[config.mk]
export PLATFORM = sky130hd
export DESIGN_NAME = chip8_mem_arbiter_flat
export DESIGN_NICKNAME = d
export VERILOG_FILES = /design/src/rtl/chip8_mem_arbiter_if.sv /design/src/rtl/chip8_mem_arbiter.sv /design/src/flat_wrapper.sv
export SDC_FILE = /design/constraint.sdc
export NUM_CORES = 1
export LEC_CHECK = 0
export ABC_CLOCK_PERIOD_IN_PS = 3300
export CORE_AREA = 2 2 100 102
export CTS_BUF_LIST = sky130_fd_sc_hd__clkbuf_4 sky130_fd_sc_hd__clkbuf_8
export DETAILED_ROUTE_END_ITERATION = 7
export DIE_AREA = 0 0 102 104
export GPL_TIMING_DRIVEN = 0
export MAX_ROUTING_LAYER = met4
export PLACE_DENSITY = 0.69
export SETUP_SLACK_MARGIN = 0.3
export SYNTH_ARGS = -nofsm -noshare
export SYNTH_HDL_FRONTEND = slang
export SYNTH_SLANG_ARGS = --single-unit
export TNS_END_PERCENT = 100
[constraint.sdc]
create_clock -name clk_in -period 3.3 [get_ports clk_in]
set_input_delay 0.495 -clock clk_in [delete_from_list [all_inputs] [get_ports clk_in]]
set_output_delay 0.495 -clock clk_in [all_outputs]
set_load 0.05 [all_outputs]
[src/rtl/chip8_mem_arbiter_if.sv]
// rtl/chip8_mem_arbiter_if.sv - requester and memory-side signal bundle for chip8_mem_arbiter
//
// Purpose: groups the three requester ports (video, processor, debug) and the
// memory-side port of chip8_mem_arbiter. Directions in signal names are as
// seen from the arbiter.
// Modports:
//   slave  - the arbiter: takes requests and memory responses, drives
//            ready/valid pulses, shared response data and the memory request.
//   master - the surrounding system (requesters plus memory).

interface chip8_mem_arbiter_if;
  // video fetch (read only)
  logic        vid_valid_in;
  logic [11:0] vid_addr_in;
  logic        vid_ready_out;
  logic        vid_valid_out;
  // processor
  logic        proc_valid_in;
  logic [11:0] proc_addr_in;
  logic        proc_we_in;
  logic [15:0] proc_data_in;
  logic [1:0]  proc_type_in;
  logic        proc_size_in;
  logic        proc_ready_out;
  logic        proc_valid_out;
  // debug / host
  logic        dbg_valid_in;
  logic [11:0] dbg_addr_in;
  logic        dbg_we_in;
  logic [15:0] dbg_data_in;
  logic        dbg_ready_out;
  logic        dbg_valid_out;
  // shared response
  logic [15:0] data_out;
  logic        err_out;
  logic [1:0]  grant_out;
  // memory port
  logic [11:0] mem_addr_out;
  logic        mem_we_out;
  logic [15:0] mem_data_out;
  logic [1:0]  mem_type_out;
  logic        mem_size_out;
  logic        mem_valid_out;
  logic        mem_ready_in;
  logic        mem_valid_in;
  logic [15:0] mem_data_in;

  modport slave (
    input  vid_valid_in, vid_addr_in,
    output vid_ready_out, vid_valid_out,
    input  proc_valid_in, proc_addr_in, proc_we_in, proc_data_in, proc_type_in, proc_size_in,
    output proc_ready_out, proc_valid_out,
    input  dbg_valid_in, dbg_addr_in, dbg_we_in, dbg_data_in,
    output dbg_ready_out, dbg_valid_out,
    output data_out, err_out, grant_out,
    output mem_addr_out, mem_we_out, mem_data_out, mem_type_out, mem_size_out, mem_valid_out,
    input  mem_ready_in, mem_valid_in, mem_data_in
  );

  modport master (
    output vid_valid_in, vid_addr_in,
    input  vid_ready_out, vid_valid_out,
    output proc_valid_in, proc_addr_in, proc_we_in, proc_data_in, proc_type_in, proc_size_in,
    input  proc_ready_out, proc_valid_out,
    output dbg_valid_in, dbg_addr_in, dbg_we_in, dbg_data_in,
    input  dbg_ready_out, dbg_valid_out,
    input  data_out, err_out, grant_out,
    input  mem_addr_out, mem_we_out, mem_data_out, mem_type_out, mem_size_out, mem_valid_out,
    output mem_ready_in, mem_valid_in, mem_data_in
  );
endinterface

[src/rtl/chip8_mem_arbiter.sv]
// rtl/chip8_mem_arbiter.sv - single-outstanding arbiter for the chip8_memory processor port
//
// Purpose: serialises video, processor and debug requests onto one memory
// port. Fixed priority vid > proc > dbg, except that a debug request pending
// STARVE_LIMIT cycles wins the next arbitration. A transaction not answered
// within TIMEOUT cycles of acceptance is aborted with data 16'hFFFF and err.
// Ports:
//   clk_in - system clock
//   rst_in - synchronous reset, active low
//   bus    - chip8_mem_arbiter_if.slave (requesters, response, memory port)

module chip8_mem_arbiter #(
  parameter int STARVE_LIMIT = 16,
  parameter int TIMEOUT      = 64
) (
  input  logic                 clk_in,
  input  logic                 rst_in,
  chip8_mem_arbiter_if.slave   bus
);
  localparam int SW = $clog2(STARVE_LIMIT + 1);
  localparam int TW = $clog2(TIMEOUT + 1);

  typedef enum logic [1:0] {IDLE, ISSUE, WAIT} state_t;

  state_t        state_q, state_d;
  logic [SW-1:0] starve_q;
  logic [TW-1:0] tmo_q;
  logic [1:0]    grant_q;
  logic [11:0]   addr_q;
  logic          we_q;
  logic [15:0]   wdata_q;
  logic [1:0]    kind_q;
  logic          size_q;
  logic [15:0]   rdata_q;
  logic          vid_v_q, proc_v_q, dbg_v_q, err_q;

  logic       starved, tmo_hit, done, abort;
  logic [1:0] winner;

  assign starved = (starve_q == SW'(STARVE_LIMIT));
  // tmo_q counts edges already spent in ISSUE+WAIT, so the edge on which it
  // equals TIMEOUT-1 is the TIMEOUT-th edge after acceptance.
  assign tmo_hit = (tmo_q == TW'(TIMEOUT - 1));

  // Winner is 0 when nobody may be accepted; readies are gated by reset so
  // every output is low while reset is held.
  always_comb begin
    winner = 2'd0;
    if (state_q == IDLE && rst_in) begin
      if (starved && bus.dbg_valid_in) winner = 2'd3;
      else if (bus.vid_valid_in)       winner = 2'd1;
      else if (bus.proc_valid_in)      winner = 2'd2;
      else if (bus.dbg_valid_in)       winner = 2'd3;
    end
  end

  always_comb begin
    state_d = state_q;
    done    = 1'b0;
    abort   = 1'b0;
    case (state_q)
      IDLE:  if (winner != 2'd0) state_d = ISSUE;
      // A timeout beats a simultaneous mem_ready_in in ISSUE; in WAIT a
      // response arriving on the timeout edge is still delivered.
      ISSUE: begin
        if (tmo_hit) begin
          abort   = 1'b1;
          state_d = IDLE;
        end else if (bus.mem_ready_in) begin
          state_d = WAIT;
        end
      end
      WAIT: begin
        if (bus.mem_valid_in) begin
          done    = 1'b1;
          state_d = IDLE;
        end else if (tmo_hit) begin
          abort   = 1'b1;
          state_d = IDLE;
        end
      end
      default: state_d = IDLE;
    endcase
  end

  always_ff @(posedge clk_in) begin
    if (!rst_in) begin
      state_q  <= IDLE;
      starve_q <= '0;
      tmo_q    <= '0;
      grant_q  <= 2'd0;
      addr_q   <= 12'd0;
      we_q     <= 1'b0;
      wdata_q  <= 16'd0;
      kind_q   <= 2'd0;
      size_q   <= 1'b0;
      rdata_q  <= 16'd0;
      vid_v_q  <= 1'b0;
      proc_v_q <= 1'b0;
      dbg_v_q  <= 1'b0;
      err_q    <= 1'b0;
    end else begin
      state_q  <= state_d;
      vid_v_q  <= 1'b0;
      proc_v_q <= 1'b0;
      dbg_v_q  <= 1'b0;
      err_q    <= 1'b0;

      if (state_q != IDLE) tmo_q <= tmo_q + TW'(1);

      case (winner)
        2'd1: begin
          addr_q <= bus.vid_addr_in; we_q <= 1'b0; wdata_q <= 16'd0;
          kind_q <= 2'd0; size_q <= 1'b1;
        end
        2'd2: begin
          addr_q <= bus.proc_addr_in; we_q <= bus.proc_we_in; wdata_q <= bus.proc_data_in;
          kind_q <= bus.proc_type_in; size_q <= bus.proc_size_in;
        end
        2'd3: begin
          addr_q <= bus.dbg_addr_in; we_q <= bus.dbg_we_in; wdata_q <= bus.dbg_data_in;
          kind_q <= 2'd0; size_q <= 1'b1;
        end
        default: ;
      endcase
      if (winner != 2'd0) begin
        grant_q <= winner;
        tmo_q   <= '0;
      end

      if (done || abort) begin
        rdata_q  <= done ? bus.mem_data_in : 16'hFFFF;
        err_q    <= abort;
        vid_v_q  <= (grant_q == 2'd1);
        proc_v_q <= (grant_q == 2'd2);
        dbg_v_q  <= (grant_q == 2'd3);
        grant_q  <= 2'd0;
      end

      if (bus.dbg_valid_in && winner != 2'd3) begin
        if (!starved) starve_q <= starve_q + SW'(1);
      end else begin
        starve_q <= '0;
      end
    end
  end

  assign bus.vid_ready_out  = (winner == 2'd1);
  assign bus.proc_ready_out = (winner == 2'd2);
  assign bus.dbg_ready_out  = (winner == 2'd3);
  assign bus.vid_valid_out  = vid_v_q;
  assign bus.proc_valid_out = proc_v_q;
  assign bus.dbg_valid_out  = dbg_v_q;
  assign bus.err_out        = err_q;
  assign bus.data_out       = rdata_q;
  assign bus.grant_out      = grant_q;
  assign bus.mem_valid_out  = (state_q == ISSUE);
  assign bus.mem_addr_out   = addr_q;
  assign bus.mem_we_out     = we_q;
  assign bus.mem_data_out   = wdata_q;
  assign bus.mem_type_out   = kind_q;
  assign bus.mem_size_out   = size_q;
endmodule

[src/flat_wrapper.sv]
// flat-port wrapper written by rule: the top's interface ports become plain ports
module chip8_mem_arbiter_flat 
#(
  parameter int STARVE_LIMIT = 16,
  parameter int TIMEOUT      = 64
)
  (clk_in, rst_in, bus_vid_valid_in, bus_vid_addr_in, bus_vid_ready_out, bus_vid_valid_out, bus_proc_valid_in, bus_proc_addr_in, bus_proc_we_in, bus_proc_data_in, bus_proc_type_in, bus_proc_size_in, bus_proc_ready_out, bus_proc_valid_out, bus_dbg_valid_in, bus_dbg_addr_in, bus_dbg_we_in, bus_dbg_data_in, bus_dbg_ready_out, bus_dbg_valid_out, bus_data_out, bus_err_out, bus_grant_out, bus_mem_addr_out, bus_mem_we_out, bus_mem_data_out, bus_mem_type_out, bus_mem_size_out, bus_mem_valid_out, bus_mem_ready_in, bus_mem_valid_in, bus_mem_data_in);
  chip8_mem_arbiter_if bus_i ();
  input  logic clk_in;
  input  logic rst_in;
  input wire logic [$bits(bus_i.vid_valid_in)-1:0] bus_vid_valid_in;
  input wire logic [$bits(bus_i.vid_addr_in)-1:0] bus_vid_addr_in;
  output wire logic [$bits(bus_i.vid_ready_out)-1:0] bus_vid_ready_out;
  output wire logic [$bits(bus_i.vid_valid_out)-1:0] bus_vid_valid_out;
  input wire logic [$bits(bus_i.proc_valid_in)-1:0] bus_proc_valid_in;
  input wire logic [$bits(bus_i.proc_addr_in)-1:0] bus_proc_addr_in;
  input wire logic [$bits(bus_i.proc_we_in)-1:0] bus_proc_we_in;
  input wire logic [$bits(bus_i.proc_data_in)-1:0] bus_proc_data_in;
  input wire logic [$bits(bus_i.proc_type_in)-1:0] bus_proc_type_in;
  input wire logic [$bits(bus_i.proc_size_in)-1:0] bus_proc_size_in;
  output wire logic [$bits(bus_i.proc_ready_out)-1:0] bus_proc_ready_out;
  output wire logic [$bits(bus_i.proc_valid_out)-1:0] bus_proc_valid_out;
  input wire logic [$bits(bus_i.dbg_valid_in)-1:0] bus_dbg_valid_in;
  input wire logic [$bits(bus_i.dbg_addr_in)-1:0] bus_dbg_addr_in;
  input wire logic [$bits(bus_i.dbg_we_in)-1:0] bus_dbg_we_in;
  input wire logic [$bits(bus_i.dbg_data_in)-1:0] bus_dbg_data_in;
  output wire logic [$bits(bus_i.dbg_ready_out)-1:0] bus_dbg_ready_out;
  output wire logic [$bits(bus_i.dbg_valid_out)-1:0] bus_dbg_valid_out;
  output wire logic [$bits(bus_i.data_out)-1:0] bus_data_out;
  output wire logic [$bits(bus_i.err_out)-1:0] bus_err_out;
  output wire logic [$bits(bus_i.grant_out)-1:0] bus_grant_out;
  output wire logic [$bits(bus_i.mem_addr_out)-1:0] bus_mem_addr_out;
  output wire logic [$bits(bus_i.mem_we_out)-1:0] bus_mem_we_out;
  output wire logic [$bits(bus_i.mem_data_out)-1:0] bus_mem_data_out;
  output wire logic [$bits(bus_i.mem_type_out)-1:0] bus_mem_type_out;
  output wire logic [$bits(bus_i.mem_size_out)-1:0] bus_mem_size_out;
  output wire logic [$bits(bus_i.mem_valid_out)-1:0] bus_mem_valid_out;
  input wire logic [$bits(bus_i.mem_ready_in)-1:0] bus_mem_ready_in;
  input wire logic [$bits(bus_i.mem_valid_in)-1:0] bus_mem_valid_in;
  input wire logic [$bits(bus_i.mem_data_in)-1:0] bus_mem_data_in;
  assign bus_i.vid_valid_in = bus_vid_valid_in;
  assign bus_i.vid_addr_in = bus_vid_addr_in;
  assign bus_vid_ready_out = bus_i.vid_ready_out;
  assign bus_vid_valid_out = bus_i.vid_valid_out;
  assign bus_i.proc_valid_in = bus_proc_valid_in;
  assign bus_i.proc_addr_in = bus_proc_addr_in;
  assign bus_i.proc_we_in = bus_proc_we_in;
  assign bus_i.proc_data_in = bus_proc_data_in;
  assign bus_i.proc_type_in = bus_proc_type_in;
  assign bus_i.proc_size_in = bus_proc_size_in;
  assign bus_proc_ready_out = bus_i.proc_ready_out;
  assign bus_proc_valid_out = bus_i.proc_valid_out;
  assign bus_i.dbg_valid_in = bus_dbg_valid_in;
  assign bus_i.dbg_addr_in = bus_dbg_addr_in;
  assign bus_i.dbg_we_in = bus_dbg_we_in;
  assign bus_i.dbg_data_in = bus_dbg_data_in;
  assign bus_dbg_ready_out = bus_i.dbg_ready_out;
  assign bus_dbg_valid_out = bus_i.dbg_valid_out;
  assign bus_data_out = bus_i.data_out;
  assign bus_err_out = bus_i.err_out;
  assign bus_grant_out = bus_i.grant_out;
  assign bus_mem_addr_out = bus_i.mem_addr_out;
  assign bus_mem_we_out = bus_i.mem_we_out;
  assign bus_mem_data_out = bus_i.mem_data_out;
  assign bus_mem_type_out = bus_i.mem_type_out;
  assign bus_mem_size_out = bus_i.mem_size_out;
  assign bus_mem_valid_out = bus_i.mem_valid_out;
  assign bus_i.mem_ready_in = bus_mem_ready_in;
  assign bus_i.mem_valid_in = bus_mem_valid_in;
  assign bus_i.mem_data_in = bus_mem_data_in;
  chip8_mem_arbiter #(.STARVE_LIMIT(STARVE_LIMIT), .TIMEOUT(TIMEOUT)) u_core (.clk_in(clk_in), .rst_in(rst_in), .bus(bus_i));
endmodule
* After elaboration in Yosys (flattened, before gate mapping)
Cells that the tools add are included.
** Storage, ports and cells
- Word-level logic and storage cells :: 68
- Output and inout bits :: 58
- Input port bits :: 96
- Flip-flop bits (word level) :: 68
** Operators by class
- Reductions and logical operators :: 15
- Eq/ne operators :: 14
- Bitwise logic cells :: 1
- $add $sub $neg :: 2
- Muxes and demuxes :: 22
** Operator list (number)
- 16-bit case mux with 3 select lines :: 1
- 12-bit case mux with 3 select lines :: 1
- 2-bit 2-to-1 mux :: 10
- 16-bit 2-to-1 mux :: 1
- 2-bit == test (second input constant) :: 5
- 7-bit by 1-bit adder with 7-bit output (second input constant) :: 1
- 7-bit by 6-bit == test with 1-bit output (second input constant) :: 1
- 2-bit by 1-bit == test with 1-bit output (second input constant) :: 3
- 2-bit case mux with 3 select lines :: 1
- 2-bit nonzero test :: 3
- 2-bit OR reduction :: 3
- 5-bit by 1-bit adder with 5-bit output (second input constant) :: 1
- 5-bit == test (second input constant) :: 1
- 1-bit 2-to-1 mux :: 4
- 2-bit inequality test (second input constant) :: 2
- 1-bit case mux with 2 select lines :: 2
- 2-bit case mux with 2 select lines :: 1
- 2-bit AND reduction :: 2
- 1-bit logical AND :: 3
- 3-bit by 1-bit inequality test with 1-bit output (second input constant) :: 1
- 3-bit by 2-bit inequality test with 1-bit output (second input constant) :: 1
- 1-bit case mux with 3 select lines :: 1
- 3-bit AND reduction :: 1
- 3-bit nonzero test :: 1
- 3 further kinds :: 3

* Logic depth before layout (Yosys ltp)
Gate-level depths: netlist of the first run.
- Depth after elaboration :: 8
- Mapped depth :: 8
- Depth with buffers taken out :: 6

* Worst setup path before layout of the first run
OpenSTA, ideal clock, no wires.
- Path type :: register -> output
- Start point :: register u_core.state_q[0]
- End point :: output bus_proc_ready_out
- Buffers on the path :: 1
- Setup slack :: 0.658 ns
- Data required time :: 2.805 ns
- Cell stages (with the launch flop) :: 6
- Data arrival time :: 2.147 ns
- Cell sequence :: dfxtp_1 inv_1 ha_1 buf_2 nand2_1 a2111oi_2
** On the way
- Cells in the longest elaborated chain, start to end :: 4
** RTL lines
- from (decl) :: line chip8_mem_arbiter.sv:25 : state_t state_q, state_d;
- from (signal assigned) :: line chip8_mem_arbiter.sv:103 : state_q <= state_d;
- 2-bit zero test :: line chip8_mem_arbiter.sv:49 : if (state_q == IDLE && rst_in) begin
- 1-bit logical AND :: line chip8_mem_arbiter.sv:49
- 2-bit 2-to-1 mux :: line chip8_mem_arbiter.sv:49
- 2-bit == test :: line chip8_mem_arbiter.sv:149 : assign bus.proc_ready_out = (winner == 2'd2);
- to (decl) :: line flat_wrapper.sv:21 : output wire logic [$bits(bus_i.proc_ready_out)-1:0] bus_proc_ready_out;
Every way passes these cells.

* Worst setup path after layout of the first run
- Start point :: input bus_vid_valid_in
- End point :: output bus_vid_ready_out
** On the way
- Cells in the longest elaborated chain, start to end :: 4
** RTL lines
- from (decl) :: line flat_wrapper.sv:11 : input wire logic [$bits(bus_i.vid_valid_in)-1:0] bus_vid_valid_in;
- 2-bit 2-to-1 mux :: line chip8_mem_arbiter.sv:51 : else if (bus.vid_valid_in) winner = 2'd1;
- 2-bit 2-to-1 mux :: line chip8_mem_arbiter.sv:50 : if (starved && bus.dbg_valid_in) winner = 2'd3;
- 2-bit 2-to-1 mux :: line chip8_mem_arbiter.sv:49
- 2-bit by 1-bit == test with 1-bit output :: line chip8_mem_arbiter.sv:148 : assign bus.vid_ready_out = (winner == 2'd1);
- to (decl) :: line flat_wrapper.sv:13 : output wire logic [$bits(bus_i.vid_ready_out)-1:0] bus_vid_ready_out;
Every way passes these cells.

==> metrics.log, run 1 <==
[metrics] total number of vias: 3,314
[metrics] main flop type after synthesis: sky130_fd_sc_hd__dfxtp_1
[metrics] total DRC errors in the routed layout: 0
[metrics] cell row count: 36
[metrics] run status: completed
[metrics] final worst path period need: 2.88 ns
[metrics] area added between synthesis and finish: 59.5%
[metrics] iteration-0 DRC count of the detailed router: 161
[metrics] fillers: 902
[metrics] Placement Setup Slack: -0.0461 ns
[metrics] critical path arrival: 2.38 ns
[metrics] portion of netlist area occupied by mux cells: 0.0278
[metrics] CTS Root Cell: sky130_fd_sc_hd__clkbuf_8
[metrics] worst setup path class: input pin to output pin
[metrics] insertion delay of the later-clocked pin in the worst-skew pair: 0.35 ns
[metrics] number of buffers created by CTS: 9
[metrics] maximum level of the CTS H-tree: 3
[metrics] Least-Margin Pin Slew: 0.537 ns
[metrics] final hold viol count: 0
[metrics] portion of the clock cycle consumed by the worst path in the final layout: 0.871
[metrics] Crit. End Element: output pin
[metrics] Placer Congestion: 0.793
[metrics] largest family of logic cells by synthesized area: compound AO/OA/AOI/OAI gates
[metrics] power share of the combinational group: 0.467
[metrics] summed negative setup slack over all endpoints: 0 ns
[metrics] CTS sink cnt: 68
[metrics] boundary pin count: 154
[metrics] share of cells above drive strength 1: 0.106
[metrics] cell area after placement: 0.00494 sq mm
[metrics] kind of launch point of the worst setup path: input pin
[metrics] vias in the first global route: 3,292
[metrics] Port Buf Inserts: 153
[metrics] Slew Limit Fails: 0
[metrics] final critical-path setup slack: 0.425 ns
[metrics] post-detail-place hpwl: 7650 um
[metrics] post-synthesis simple-gate area fraction: 0.212
[metrics] Chip Width: 102 um
[metrics] diodes inserted: 0
[metrics] Max Fclk: 0.348 GHz
[metrics] gr usage total: 0.195
[metrics] switching share of power: 0.419
[metrics] pin count of the biggest net entering global routing: 13
[metrics] number of cells in the finished layout apart from fillers: 671
[metrics] Sequential Power Share: 0.321
[metrics] count of flip-flops with a built-in enable after synthesis: 0
[metrics] detailed-router iteration count before antenna repair: 4
[metrics] die outline area: 0.0106 sq mm
[metrics] number of placed instances with taps included: 655
[metrics] Required @ worst endpoint: 2.80 ns
[metrics] Via-to-Cell Ratio: 4.94
[metrics] total setup violations reported at the end of the flow: 0
[metrics] clock-pin slew on the worst setup and hold paths: 0.08 ns
[metrics] Multi-input gate area: 0.00174 sq mm
[metrics] nets@finish: 636
[metrics] XOR/XNOR share of the synthesized area: 0.0270
[metrics] compound-cell area share of the yosys netlist: 0.234
[metrics] worst rel slew slack: 0.641
[metrics] Leak: 1.89 nW
[metrics] RSZ-0062 raised after global routing: no
[metrics] FF+latch area: 0.00136 sq mm
[metrics] adder-cell share of the synthesized area: 0.0270
[metrics] per-instance average area after synthesis: 8.78 sq um
[metrics] wirelength, routed: 10,100 um
[metrics] number of buffers on the longest clock path: 2
[metrics] global-route congestion overflow total: 0
[metrics] Finished Cell Area: 0.00517 sq mm
[metrics] Design Power: 3.29 mW
[metrics] part of the power in the clock network: 0.212
[metrics] most common cell after layout, fill and taps aside: sky130_fd_sc_hd__clkdlybuf4s50_1
[metrics] Syn Inst Count: 369
[metrics] sequential-to-total area share from yosys stat: 0.420
[metrics] most frequent cells in the layout: sky130_fd_sc_hd__clkdlybuf4s50_1 (150), sky130_fd_sc_hd__dfxtp_1 (68), sky130_fd_sc_hd__a21oi_1 (43)
[metrics] power density of the placed cells: 637 mW/mm^2
[metrics] Die H: 104 um
[metrics] Max Cap Viol: 0
[metrics] path category of the worst min-delay check: flip-flop to flip-flop
[metrics] fraction of registers with async set/reset: 0
[metrics] Worst Skew: 0.0121 ns
[metrics] CTS tree: built
[metrics] IR drop worst, VDD: 0.000421 V
[metrics] distinct cell type count of the synthesized netlist: 42
[metrics] initial antenna violation count: 0
[metrics] highest net fanout along the worst path: 10
[metrics] Core ar.: 0.00955 sq mm
[metrics] total net switching power: 1.38 mW
[metrics] routed length per instance: 15.1 um
[metrics] count of yosys warnings during synthesis: 0
[metrics] synthesized cell area: 0.00324 sq mm
[metrics] number of nets in the synthesized netlist: 472
[metrics] post-route antenna net violation count: 0
[metrics] register bit total from synthesis: 68
[metrics] Internal: 1.91 mW
[metrics] initial core utilization: 0.339
[metrics] wire length of the first global-routing pass: 16,100 um
==> layer usage <==
layer / wire length, um / GRT usage / up-vias
met2: 4730 / 0.303 / 121
li1: - / - / 1652
met1: 4560 / 0.251 / 1526
met4: 174 / 0.0724 / 0
met3: 647 / 0.0383 / 15
met5: 0 / - / -
==> stage by stage <==
| step | hold slack [ns] | util |
|---|---|---|
| 6_report | 0.455 | 0.541 |
| 5_1_grt | 0.470 | 0.541 |
| 4_1_cts | 0.456 | 0.539 |
| 3_5_place_dp | 0.445 | 0.517 |
| 3_3_place_gp | 0.438 | 0.517 |
| 2_1_floorplan | 0.455 | - |
==> cells in the mapped netlist (2+ instances only) <==
master	number	share of area
sky130_fd_sc_hd__a21oi_1	43	0.066
sky130_fd_sc_hd__buf_2	9	0.014
sky130_fd_sc_hd__nor3b_2	9	0.035
sky130_fd_sc_hd__xor2_1	5	0.014
sky130_fd_sc_hd__o21ai_0	22	0.034
sky130_fd_sc_hd__o21ai_1	16	0.025
sky130_fd_sc_hd__nor2b_1	3	0.0058
sky130_fd_sc_hd__ha_1	7	0.027
sky130_fd_sc_hd__clkbuf_1	17	0.020
sky130_fd_sc_hd__and2_1	15	0.029
sky130_fd_sc_hd__nand4b_1	5	0.014
sky130_fd_sc_hd__nor2_1	33	0.038
sky130_fd_sc_hd__and4b_1	2	0.0062
sky130_fd_sc_hd__nand2_1	18	0.021
sky130_fd_sc_hd__o221a_1	2	0.0069
sky130_fd_sc_hd__dfxtp_1	68	0.42
sky130_fd_sc_hd__o21a_1	2	0.0046
sky130_fd_sc_hd__nand3_1	7	0.011
sky130_fd_sc_hd__nor3b_1	6	0.014
sky130_fd_sc_hd__inv_1	10	0.012
sky130_fd_sc_hd__nor3_1	18	0.028
sky130_fd_sc_hd__xnor2_1	5	0.014
sky130_fd_sc_hd__mux2i_1	9	0.028
sky130_fd_sc_hd__o221a_2	9	0.031
sky130_fd_sc_hd__o221ai_1	11	0.030
sky130_fd_sc_hd__buf_6	2	0.0069
==> power by group through the flow <==
stage | Clock, mW | Sequential, mW | Combinational [mW]
6_report | 0.697 | 1.06 | 1.54
5_1_grt | 0.750 | 1.07 | 1.65
4_1_cts | 0.715 | 1.06 | 1.54
3_5_place_dp | 0 | 1.07 | 1.53
3_3_place_gp | 0 | 1.07 | 1.52
2_1_floorplan | 0 | 1.52 | 0.530
==> what timing repair did <==
action,4_1_cts,5_1_grt
buffers inserted,0,0
hold buffers,0,0
endpoints found under the setup margin,3,3
resized for setup,11,9
pin swaps,0,0
==> final timing paths <==
kind / from / endpoint / slack [ns] / depth (start not counted)
setup / recovery: bus_vid_valid_in / bus_vid_ready_out / 0.42 / 5
hold / removal: u_core.bus.mem_data_out[13] / u_core.bus.mem_data_out[13] / 0.45 / 2
setup reg to reg: u_core.starve_q[0] / u_core.bus.mem_data_out[9] / 1.27 / 8
hold reg to reg: u_core.bus.mem_data_out[13] / u_core.bus.mem_data_out[13] / 0.45 / 2
==> critical path: stages <==
cell and delay (ns):
sky130_fd_sc_hd__clkdlybuf4s50_1 0.70, sky130_fd_sc_hd__clkbuf_2 0.29, sky130_fd_sc_hd__clkbuf_1 0.34, sky130_fd_sc_hd__and2_1 0.18, sky130_fd_sc_hd__clkdlybuf4s15_2 0.37
==> state kept, by name, summed over array words and instances, names as in the netlist, 2 cells and up <==
name                     count
u_core.bus.data_out         16
u_core.bus.grant_out         2
u_core.bus.mem_addr_out     12
u_core.bus.mem_data_out     16
u_core.bus.mem_type_out      2
u_core.starve_q              5
u_core.state_q               2
u_core.tmo_q                 7
==> logic make-up after synthesis <==
| group | Yosys count |
|---|---|
| simple gates | 120 |
| xor+xnor | 10 |
| fa+ha+maj | 7 |
| mux | 9 |
| compound gates | 117 |
| buf+inv | 38 |
| flops | 68 |
==> area by class of cell <==
type	count	area share
multi-input cells	263	0.336
flip-flops and latches	68	0.263
plain buffers	28	0.0264
clock buffers	10	0.0266
repair buffers	153	0.296
clock inverters	6	0.0123
inverters	10	0.00726
well taps	133	0.0322
Note: power is estimated with default switching activity, not from simulation.
==> inputs of run 2 (changes only) <==
--- a/config.mk
+++ b/config.mk
@@ -5,14 +5,14 @@
 export SDC_FILE = /design/constraint.sdc
 export NUM_CORES = 1
 export LEC_CHECK = 0
-export ABC_CLOCK_PERIOD_IN_PS = 3300
+export ABC_CLOCK_PERIOD_IN_PS = 2500
 export CORE_AREA = 2 2 100 102
 export CTS_BUF_LIST = sky130_fd_sc_hd__clkbuf_4 sky130_fd_sc_hd__clkbuf_8
 export DETAILED_ROUTE_END_ITERATION = 7
 export DIE_AREA = 0 0 102 104
 export GPL_TIMING_DRIVEN = 0
 export MAX_ROUTING_LAYER = met4
-export PLACE_DENSITY = 0.69
+export PLACE_DENSITY = 0.71
 export SETUP_SLACK_MARGIN = 0.3
 export SYNTH_ARGS = -nofsm -noshare
 export SYNTH_HDL_FRONTEND = slang
==> constraint.sdc (replaced) <==
create_clock -name clk_in -period 2.5 [get_ports clk_in]
set_input_delay 0.375 -clock clk_in [delete_from_list [all_inputs] [get_ports clk_in]]
set_output_delay 0.375 -clock clk_in [all_outputs]
set_load 0.05 [all_outputs]
==> run 2 against run 1 <==
  * Worst hold slack worse by 0.00099 ns
  * Global-route usage up 0.82 points
  * Via count up 3.0%
  * First-iteration DRC count down 8.1%
  * Cell area up 3.2%
  * Combinational power up 38%
  * Sequential power up 32%
  * Register-to-register slack worse by 0.81 ns
  * Clock skew up 0.0011 ns
  * Die area unchanged
  * Total power up 36%
  * Flip-flop and latch count unchanged
  * Largest power group unchanged
==> metrics.log, run 2 (same netlist as run 1, synthesis figures left out) <==
[metrics] run status: completed (unchanged)
[metrics] diodes inserted: 0 (unchanged)
[metrics] cell row count: 36 (unchanged)
[metrics] most common cell after layout, fill and taps aside: sky130_fd_sc_hd__clkdlybuf4s50_1 (unchanged)
[metrics] highest net fanout along the worst path: 4 (was 10)
[metrics] total number of vias: 3,412 (was 3,314)
[metrics] detailed-router iteration count before antenna repair: 4 (unchanged)
[metrics] clock-pin slew on the worst setup and hold paths: 0.08 ns (about the same)
[metrics] CTS tree: built (unchanged)
[metrics] routed length per instance: 15.3 um (was 15.1 um)
[metrics] CTS Root Cell: sky130_fd_sc_hd__clkbuf_8 (unchanged)
[metrics] Port Buf Inserts: 153 (unchanged)
[metrics] iteration-0 DRC count of the detailed router: 148 (was 161)
[metrics] Max Fclk: 0.457 GHz
[metrics] path category of the worst min-delay check: flip-flop to flip-flop (unchanged)
[metrics] Required @ worst endpoint: 2.12 ns (was 2.80 ns)
[metrics] beginning of the worst register-to-register path: u_core.starve_q[0] (unchanged)
[metrics] kind of launch point of the worst setup path: flip-flop (was input pin)
[metrics] Leak: 1.99 nW (was 1.89 nW)
[metrics] Placer Congestion: 0.832 (was 0.793)
[metrics] number of placed instances with taps included: 655 (unchanged)
[metrics] critical path arrival: 1.81 ns (was 2.38 ns)
[metrics] setup slack, reg-to-reg: 0.46 ns (was 1.27 ns)
[metrics] power density of the placed cells: 839 mW/mm^2 (was 637 mW/mm^2)
[metrics] worst setup path class: flip-flop to output pin (was input pin to output pin)
[metrics] boundary pin count: 154 (unchanged)
[metrics] worst rel slew slack: 0.622 (was 0.641)
[metrics] gr usage total: 0.203 (was 0.195)
[metrics] Die H: 104 um (unchanged)
[metrics] final worst path period need: 2.19 ns
[metrics] Max Cap Viol: 0 (unchanged)
[metrics] global-route congestion overflow total: 0 (unchanged)
[metrics] number of buffers on the longest clock path: 2 (unchanged)
[metrics] insertion delay of the later-clocked pin in the worst-skew pair: 0.34 ns (was 0.35 ns)
[metrics] most frequent cells in the layout: sky130_fd_sc_hd__clkdlybuf4s50_1 (147), sky130_fd_sc_hd__dfxtp_1 (66), sky130_fd_sc_hd__a21oi_1 (43) (was sky130_fd_sc_hd__clkdlybuf4s50_1 (150), sky130_fd_sc_hd__dfxtp_1 (68), sky130_fd_sc_hd__a21oi_1 (43))
[metrics] Design Power: 4.47 mW (was 3.29 mW)
[metrics] total DRC errors in the routed layout: 0 (unchanged)
[metrics] number of buffers created by CTS: 9 (unchanged)
[metrics] Via-to-Cell Ratio: 5.00 (was 4.94)
[metrics] Least-Margin Pin Slew: 0.566 ns (was 0.537 ns)
[metrics] maximum level of the CTS H-tree: 3 (unchanged)
[metrics] Core ar.: 0.00955 sq mm (unchanged)
[metrics] logic depth of the worst register-to-register path: 9 (was 8)
[metrics] total setup violations reported at the end of the flow: 0 (unchanged)
[metrics] area added between synthesis and finish: 64.6% (was 59.5%)
[metrics] Placement Setup Slack: -0.617 ns (was -0.0461 ns)
[metrics] portion of the clock cycle consumed by the worst path in the final layout: 0.875
[metrics] worst r2r dst: u_core.bus.mem_data_out[6] (was u_core.bus.mem_data_out[9])
[metrics] wire length of the first global-routing pass: 16,700 um (was 16,100 um)
[metrics] wirelength, routed: 10,400 um (was 10,100 um)
[metrics] initial antenna violation count: 0 (unchanged)
[metrics] Slew Limit Fails: 0 (unchanged)
[metrics] number of cells in the finished layout apart from fillers: 683 (was 671)
[metrics] die outline area: 0.0106 sq mm (unchanged)
[metrics] Worst Setup SP: u_core.starve_q[0] (was bus_vid_valid_in)
[metrics] Chip Width: 102 um (unchanged)
[metrics] Crit. End Element: output pin (unchanged)
[metrics] final hold viol count: 0 (unchanged)
[metrics] CP endpoint: bus_dbg_ready_out (was bus_vid_ready_out)
[metrics] post-detail-place hpwl: 7670 um (was 7650 um)
[metrics] CTS sink cnt: 68 (unchanged)
[metrics] share of cells above drive strength 1: 0.145 (was 0.106)
[metrics] Worst Skew: 0.0131 ns (was 0.0121 ns)
[metrics] nets@finish: 648 (was 636)
[metrics] pin count of the biggest net entering global routing: 15 (was 13)
[metrics] post-route antenna net violation count: 0 (unchanged)
[metrics] vias in the first global route: 3,514 (was 3,292)
[metrics] final critical-path setup slack: 0.311 ns (was 0.425 ns)
[metrics] initial core utilization: 0.339 (unchanged)
[metrics] IR drop worst, VDD: 0.000492 V (was 0.000421 V)
[metrics] RSZ-0062 raised after global routing: yes (was no)
[run 2: changes by cell type in the layout (fill, tap and decap cells not counted), sizes merged]
cell	previous run	this run
clkinv	3	0
dlymetal6s2s	0	1
clkdlybuf4s15	2	0
inv	10	14
dlygate4sd2	0	2
clkdlybuf4s50	150	147
clkbuf	28	25
buf	11	27
[run 2: per-layer routing]
layer | GRT usage | wire length [um] | up-vias
met2 | 0.326 | 5060 | 119
met4 | 0.0686 | 229 | 0
met5 | - | 0 | -
met1 | 0.249 | 4530 | 1588
li1 | - | - | 1686
met3 | 0.0497 | 625 | 19
[run 2: area by class of cell]
| type | count | area [sq um] |
|---|---|---|
| clock inverters | 7 | 80.1 |
| inverters | 10 | 37.5 |
| multi-input cells | 263 | 1770 |
| clock buffers | 9 | 124 |
| plain buffers | 28 | 161 |
| repair buffers | 165 | 1630 |
| well taps | 133 | 166 |
| flip-flops and latches | 68 | 1360 |
| fillers | 897 | 4210 |
[run 2: critical path, cell delays in order (launching register included)]
cell	delay [ns]
sky130_fd_sc_hd__dfxtp_2	0.34
sky130_fd_sc_hd__inv_2	0.05
sky130_fd_sc_hd__ha_4	0.14
sky130_fd_sc_hd__and4bb_4	0.22
sky130_fd_sc_hd__buf_8	0.13
sky130_fd_sc_hd__o21a_4	0.19
sky130_fd_sc_hd__buf_6	0.12
sky130_fd_sc_hd__and2_4	0.15
sky130_fd_sc_hd__buf_8	0.14
[run 2: stage by stage]
step / util / cell area [sq um] / TNS (ns) / hold WS, ns
2_1_floorplan: - / 3250 / 0 / 0.455
3_3_place_gp: 0.518 / 4950 / -1.61 / 0.436
3_5_place_dp: 0.518 / 4950 / -1.64 / 0.444
4_1_cts: 0.556 / 5310 / 0 / 0.458
5_1_grt: 0.559 / 5340 / 0 / 0.493
6_report: 0.559 / 5340 / 0 / 0.454
[run 2: how the worst min path moves through the flow]
stage                     slack [ns]                   startpoint                          end  cells after the start
after floorplan                 0.46            u_core.state_q[1]            u_core.state_q[1]                      2
after global placement          0.44   u_core.bus.mem_type_out[0]   u_core.bus.mem_type_out[0]                      2
after detailed placement        0.44   u_core.bus.mem_type_out[1]   u_core.bus.mem_type_out[1]                      2
after CTS                       0.46   u_core.bus.mem_type_out[0]   u_core.bus.mem_type_out[0]                      2
after global routing            0.49   u_core.bus.mem_type_out[1]   u_core.bus.mem_type_out[1]                      2
final                           0.45  u_core.bus.mem_data_out[13]  u_core.bus.mem_data_out[13]                      2
[run 2: timing repair]
| item | 4_1_cts | 5_1_grt |
|---|---|---|
| buffers inserted | 10 | 2 |
| hold buffers | 0 | 0 |
| gates cloned | 0 | 0 |
| resized for setup | 48 | 5 |
| pin swaps | 4 | 0 |
| endpoints found under the hold margin | 0 | 0 |
| endpoints found under the setup margin | 4 | 7 |
[run 2: where the power goes]
group | total [mW] | switching (mW) | internal (mW)
Clock | 0.949 | 0.475 | 0.475
Sequential | 1.40 | 0.115 | 1.28
Combinational | 2.13 | 1.31 | 0.819
Total | 4.47 | 1.90 | 2.57
==> inputs of run 3 (changes only) <==
--- a/config.mk
+++ b/config.mk
@@ -6,13 +6,13 @@
 export NUM_CORES = 1
 export LEC_CHECK = 0
 export ABC_CLOCK_PERIOD_IN_PS = 2500
-export CORE_AREA = 2 2 100 102
+export CORE_AREA = 2 2 95 106
 export CTS_BUF_LIST = sky130_fd_sc_hd__clkbuf_4 sky130_fd_sc_hd__clkbuf_8
 export DETAILED_ROUTE_END_ITERATION = 7
-export DIE_AREA = 0 0 102 104
+export DIE_AREA = 0 0 97 108
 export GPL_TIMING_DRIVEN = 0
 export MAX_ROUTING_LAYER = met4
-export PLACE_DENSITY = 0.71
+export PLACE_DENSITY = 0.72
 export SETUP_SLACK_MARGIN = 0.3
 export SYNTH_ARGS = -nofsm -noshare
 export SYNTH_HDL_FRONTEND = slang
==> run 3 against run 2 <==
  * Fmax increased by 0.67%
  * Largest power group unchanged
  * Cell area rose by 0.14%
  * Setup slack better by 0.015 ns
  * Combinational power up 4%
==> metrics.log, run 3 (same netlist as run 1, synthesis figures left out) <==
[metrics] summed negative setup slack over all endpoints: 0 ns (unchanged)
[metrics] CP dominant cell by count: sky130_fd_sc_hd__buf_8 (unchanged)
[metrics] number of gates on the worst path with buffers counted: 8 (unchanged)
[metrics] Placer Congestion: 0.810 (was 0.832)
[metrics] number of placed instances with taps included: 639 (was 655)
[metrics] Worst Skew: 0.0116 ns (was 0.0131 ns)
[metrics] CTS Root Cell: sky130_fd_sc_hd__clkbuf_8 (unchanged)
[metrics] Max Cap Viol: 0 (unchanged)
[metrics] number of buffers created by CTS: 9 (unchanged)
[metrics] wirelength, routed: 10,700 um (was 10,400 um)
[metrics] setup slack, reg-to-reg: 0.46 ns (about the same)
[metrics] worst setup path class: flip-flop to output pin (unchanged)
[metrics] Max Fclk: 0.460 GHz (was 0.457 GHz)
[metrics] final worst path period need: 2.17 ns (was 2.19 ns)
[metrics] nets@finish: 652 (was 648)
[metrics] Core ar.: 0.00931 sq mm (was 0.00955 sq mm)
[metrics] global-route congestion overflow total: 0 (unchanged)
[metrics] critical path arrival: 1.80 ns (was 1.81 ns)
[metrics] portion of the clock cycle consumed by the worst path in the final layout: 0.870 (was 0.875)
[metrics] Chip Width: 97 um (was 102 um)
[metrics] RSZ-0062 raised after global routing: yes (unchanged)
[metrics] boundary pin count: 154 (unchanged)
[metrics] fillers: 819 (was 897)
[metrics] CTS sink cnt: 68 (unchanged)
[metrics] stage delay of the slowest cell on the critical path: 0.33 ns (was 0.34 ns)
[metrics] diodes inserted: 0 (unchanged)
[metrics] kind of launch point of the worst setup path: flip-flop (unchanged)
[metrics] Multi-input gate area: 0.00177 sq mm (unchanged)
[metrics] path category of the worst min-delay check: flip-flop to flip-flop (unchanged)
[metrics] highest-delay cell along the critical path: sky130_fd_sc_hd__dfxtp_2 (unchanged)
[metrics] routed length per instance: 16.0 um (was 15.3 um)
[metrics] initial antenna violation count: 0 (unchanged)
[metrics] detailed-router iteration count before antenna repair: 6 (was 4)
[metrics] insertion delay of the later-clocked pin in the worst-skew pair: 0.34 ns (about the same)
[metrics] cell row count: 37 (was 36)
[metrics] FF+latch area: 0.00137 sq mm (was 0.00136 sq mm)
[metrics] gr usage total: 0.200 (was 0.203)
[metrics] iteration-0 DRC count of the detailed router: 131 (was 148)
[metrics] total number of vias: 3,464 (was 3,412)
[metrics] post-route antenna net violation count: 0 (unchanged)
[metrics] Crit. End Element: output pin (unchanged)
[metrics] final hold viol count: 0 (unchanged)
[metrics] Required @ worst endpoint: 2.12 ns (about the same)
[metrics] number of buffers on the longest clock path: 2 (unchanged)
[metrics] Leak: 2.01 nW (was 1.99 nW)
[metrics] dominant delay contributor by cell family on the critical path: buffers and inverters (unchanged)
[metrics] most common cell after layout, fill and taps aside: sky130_fd_sc_hd__clkdlybuf4s50_1 (unchanged)
[metrics] number of cells in the finished layout apart from fillers: 671 (was 683)
[metrics] share of the core filled with cells in the final layout: 0.574 (was 0.559)
[metrics] worst rel slew slack: 0.631 (was 0.622)
[metrics] total DRC errors in the routed layout: 0 (unchanged)
[metrics] initial core utilization: 0.348 (was 0.339)
[metrics] IR drop worst, VDD: 0.000604 V (was 0.000492 V)
[metrics] area added between synthesis and finish: 64.9% (was 64.6%)
[metrics] logic depth of the worst register-to-register path: 7 (was 9)
[metrics] wire length of the first global-routing pass: 16,400 um (was 16,700 um)
[metrics] Design Power: 4.53 mW (was 4.47 mW)
[metrics] run status: completed (unchanged)
[metrics] Slew Limit Fails: 0 (unchanged)
[metrics] most frequent cells in the layout: sky130_fd_sc_hd__clkdlybuf4s50_1 (148), sky130_fd_sc_hd__dfxtp_1 (64), sky130_fd_sc_hd__a21oi_1 (43) (was sky130_fd_sc_hd__clkdlybuf4s50_1 (147), sky130_fd_sc_hd__dfxtp_1 (66), sky130_fd_sc_hd__a21oi_1 (43))
[metrics] post-detail-place hpwl: 7860 um (was 7670 um)
[metrics] clock-pin slew on the worst setup and hold paths: 0.08 ns (about the same)
[metrics] Die H: 108 um (was 104 um)
[metrics] maximum level of the CTS H-tree: 3 (unchanged)
[metrics] Port Buf Inserts: 153 (unchanged)
[metrics] CTS Hold Buffers Added: 0 (unchanged)
[metrics] vias in the first global route: 3,438 (was 3,514)
[metrics] highest net fanout along the worst path: 4 (unchanged)
[metrics] count of buffer and inverter cells on the critical path: 4 (unchanged)
[metrics] CTS tree: built (unchanged)
[metrics] total setup violations reported at the end of the flow: 0 (unchanged)
[metrics] share of cells above drive strength 1: 0.155 (was 0.145)
[metrics] die outline area: 0.0105 sq mm (was 0.0106 sq mm)
[metrics] crit-path cells: inv_2, ha_4, and4bb_4, buf_8, o21a_4, buf_6, and2_4, buf_8 (unchanged)
[metrics] pin count of the biggest net entering global routing: 14 (was 15)
[metrics] power density of the placed cells: 848 mW/mm^2 (was 839 mW/mm^2)
[metrics] count of cells along the worst hold path: 2 (unchanged)
[metrics] Via-to-Cell Ratio: 5.16 (was 5.00)
[metrics] Least-Margin Pin Slew: 0.552 ns (was 0.566 ns)
## run 3: changes by cell type in the layout (fill, tap and decap cells not counted), sizes merged
cell           previous run  this run
clkdlybuf4s50           147       148
clkinv                    0         5
buf                      27        31
inv                      14        11
clkinvlp                  2         0
dlymetal6s2s              1         0
## run 3: layout make-up
class,instances,area share
buffer,28,0.0302
clock buffer,9,0.0232
clock inverter,7,0.0141
inverter,10,0.00749
multi-input combinational,263,0.332
sequential,68,0.256
tap,117,0.0274
timing repair buffer,169,0.310
## run 3: layer usage
layer / track usage / wire length (um) / vias to the layer above
li1: - / - / 1692
met1: 0.231 / 4460 / 1609
met2: 0.341 / 5440 / 150
met3: 0.0511 / 669 / 13
met4: 0.0674 / 179 / 0
met5: - / 0 / -
## run 3: path summary, 6_finish.rpt
| check | endpoint | startpoint |
|---|---|---|
| worst min-delay path | u_core.bus.mem_data_out[13] | u_core.bus.mem_data_out[13] |
| worst max register to register | u_core.bus.data_out[10] | u_core.state_q[1] |
| worst max-delay path | bus_dbg_ready_out | u_core.starve_q[0] |
| worst min register to register | u_core.bus.mem_data_out[13] | u_core.bus.mem_data_out[13] |
## run 3: through the flow
step                      hold slack (ns)  setup WS (ns)  cell area [sq um]
after global placement              0.438         -0.610               4930
after floorplan                     0.455          0.322               3250
final                               0.456          0.326               5340
after global routing                0.472          0.269               5340
after CTS                           0.461          0.274               5280
after detailed placement            0.449         -0.655               4930
## run 3: what timing repair did
item	4_1_cts	5_1_grt
buffers inserted	10	6
pin swaps	4	3
setup endpoints to repair	4	3
resized for setup	47	7
endpoints found under the hold margin	0	0
## run 3: tightest hold or removal path: stages (launching register included)
cell	delay [ns]
sky130_fd_sc_hd__dfxtp_1	0.32
sky130_fd_sc_hd__nand3_1	0.06
sky130_fd_sc_hd__nand2_1	0.04
## run 3: where the power goes
group	switching (mW)	leakage [nW]	internal, mW	total, mW
clock	0.452	0.104	0.466	0.918
combinational	1.32	1.35	0.882	2.21
sequential	0.123	0.558	1.28	1.41
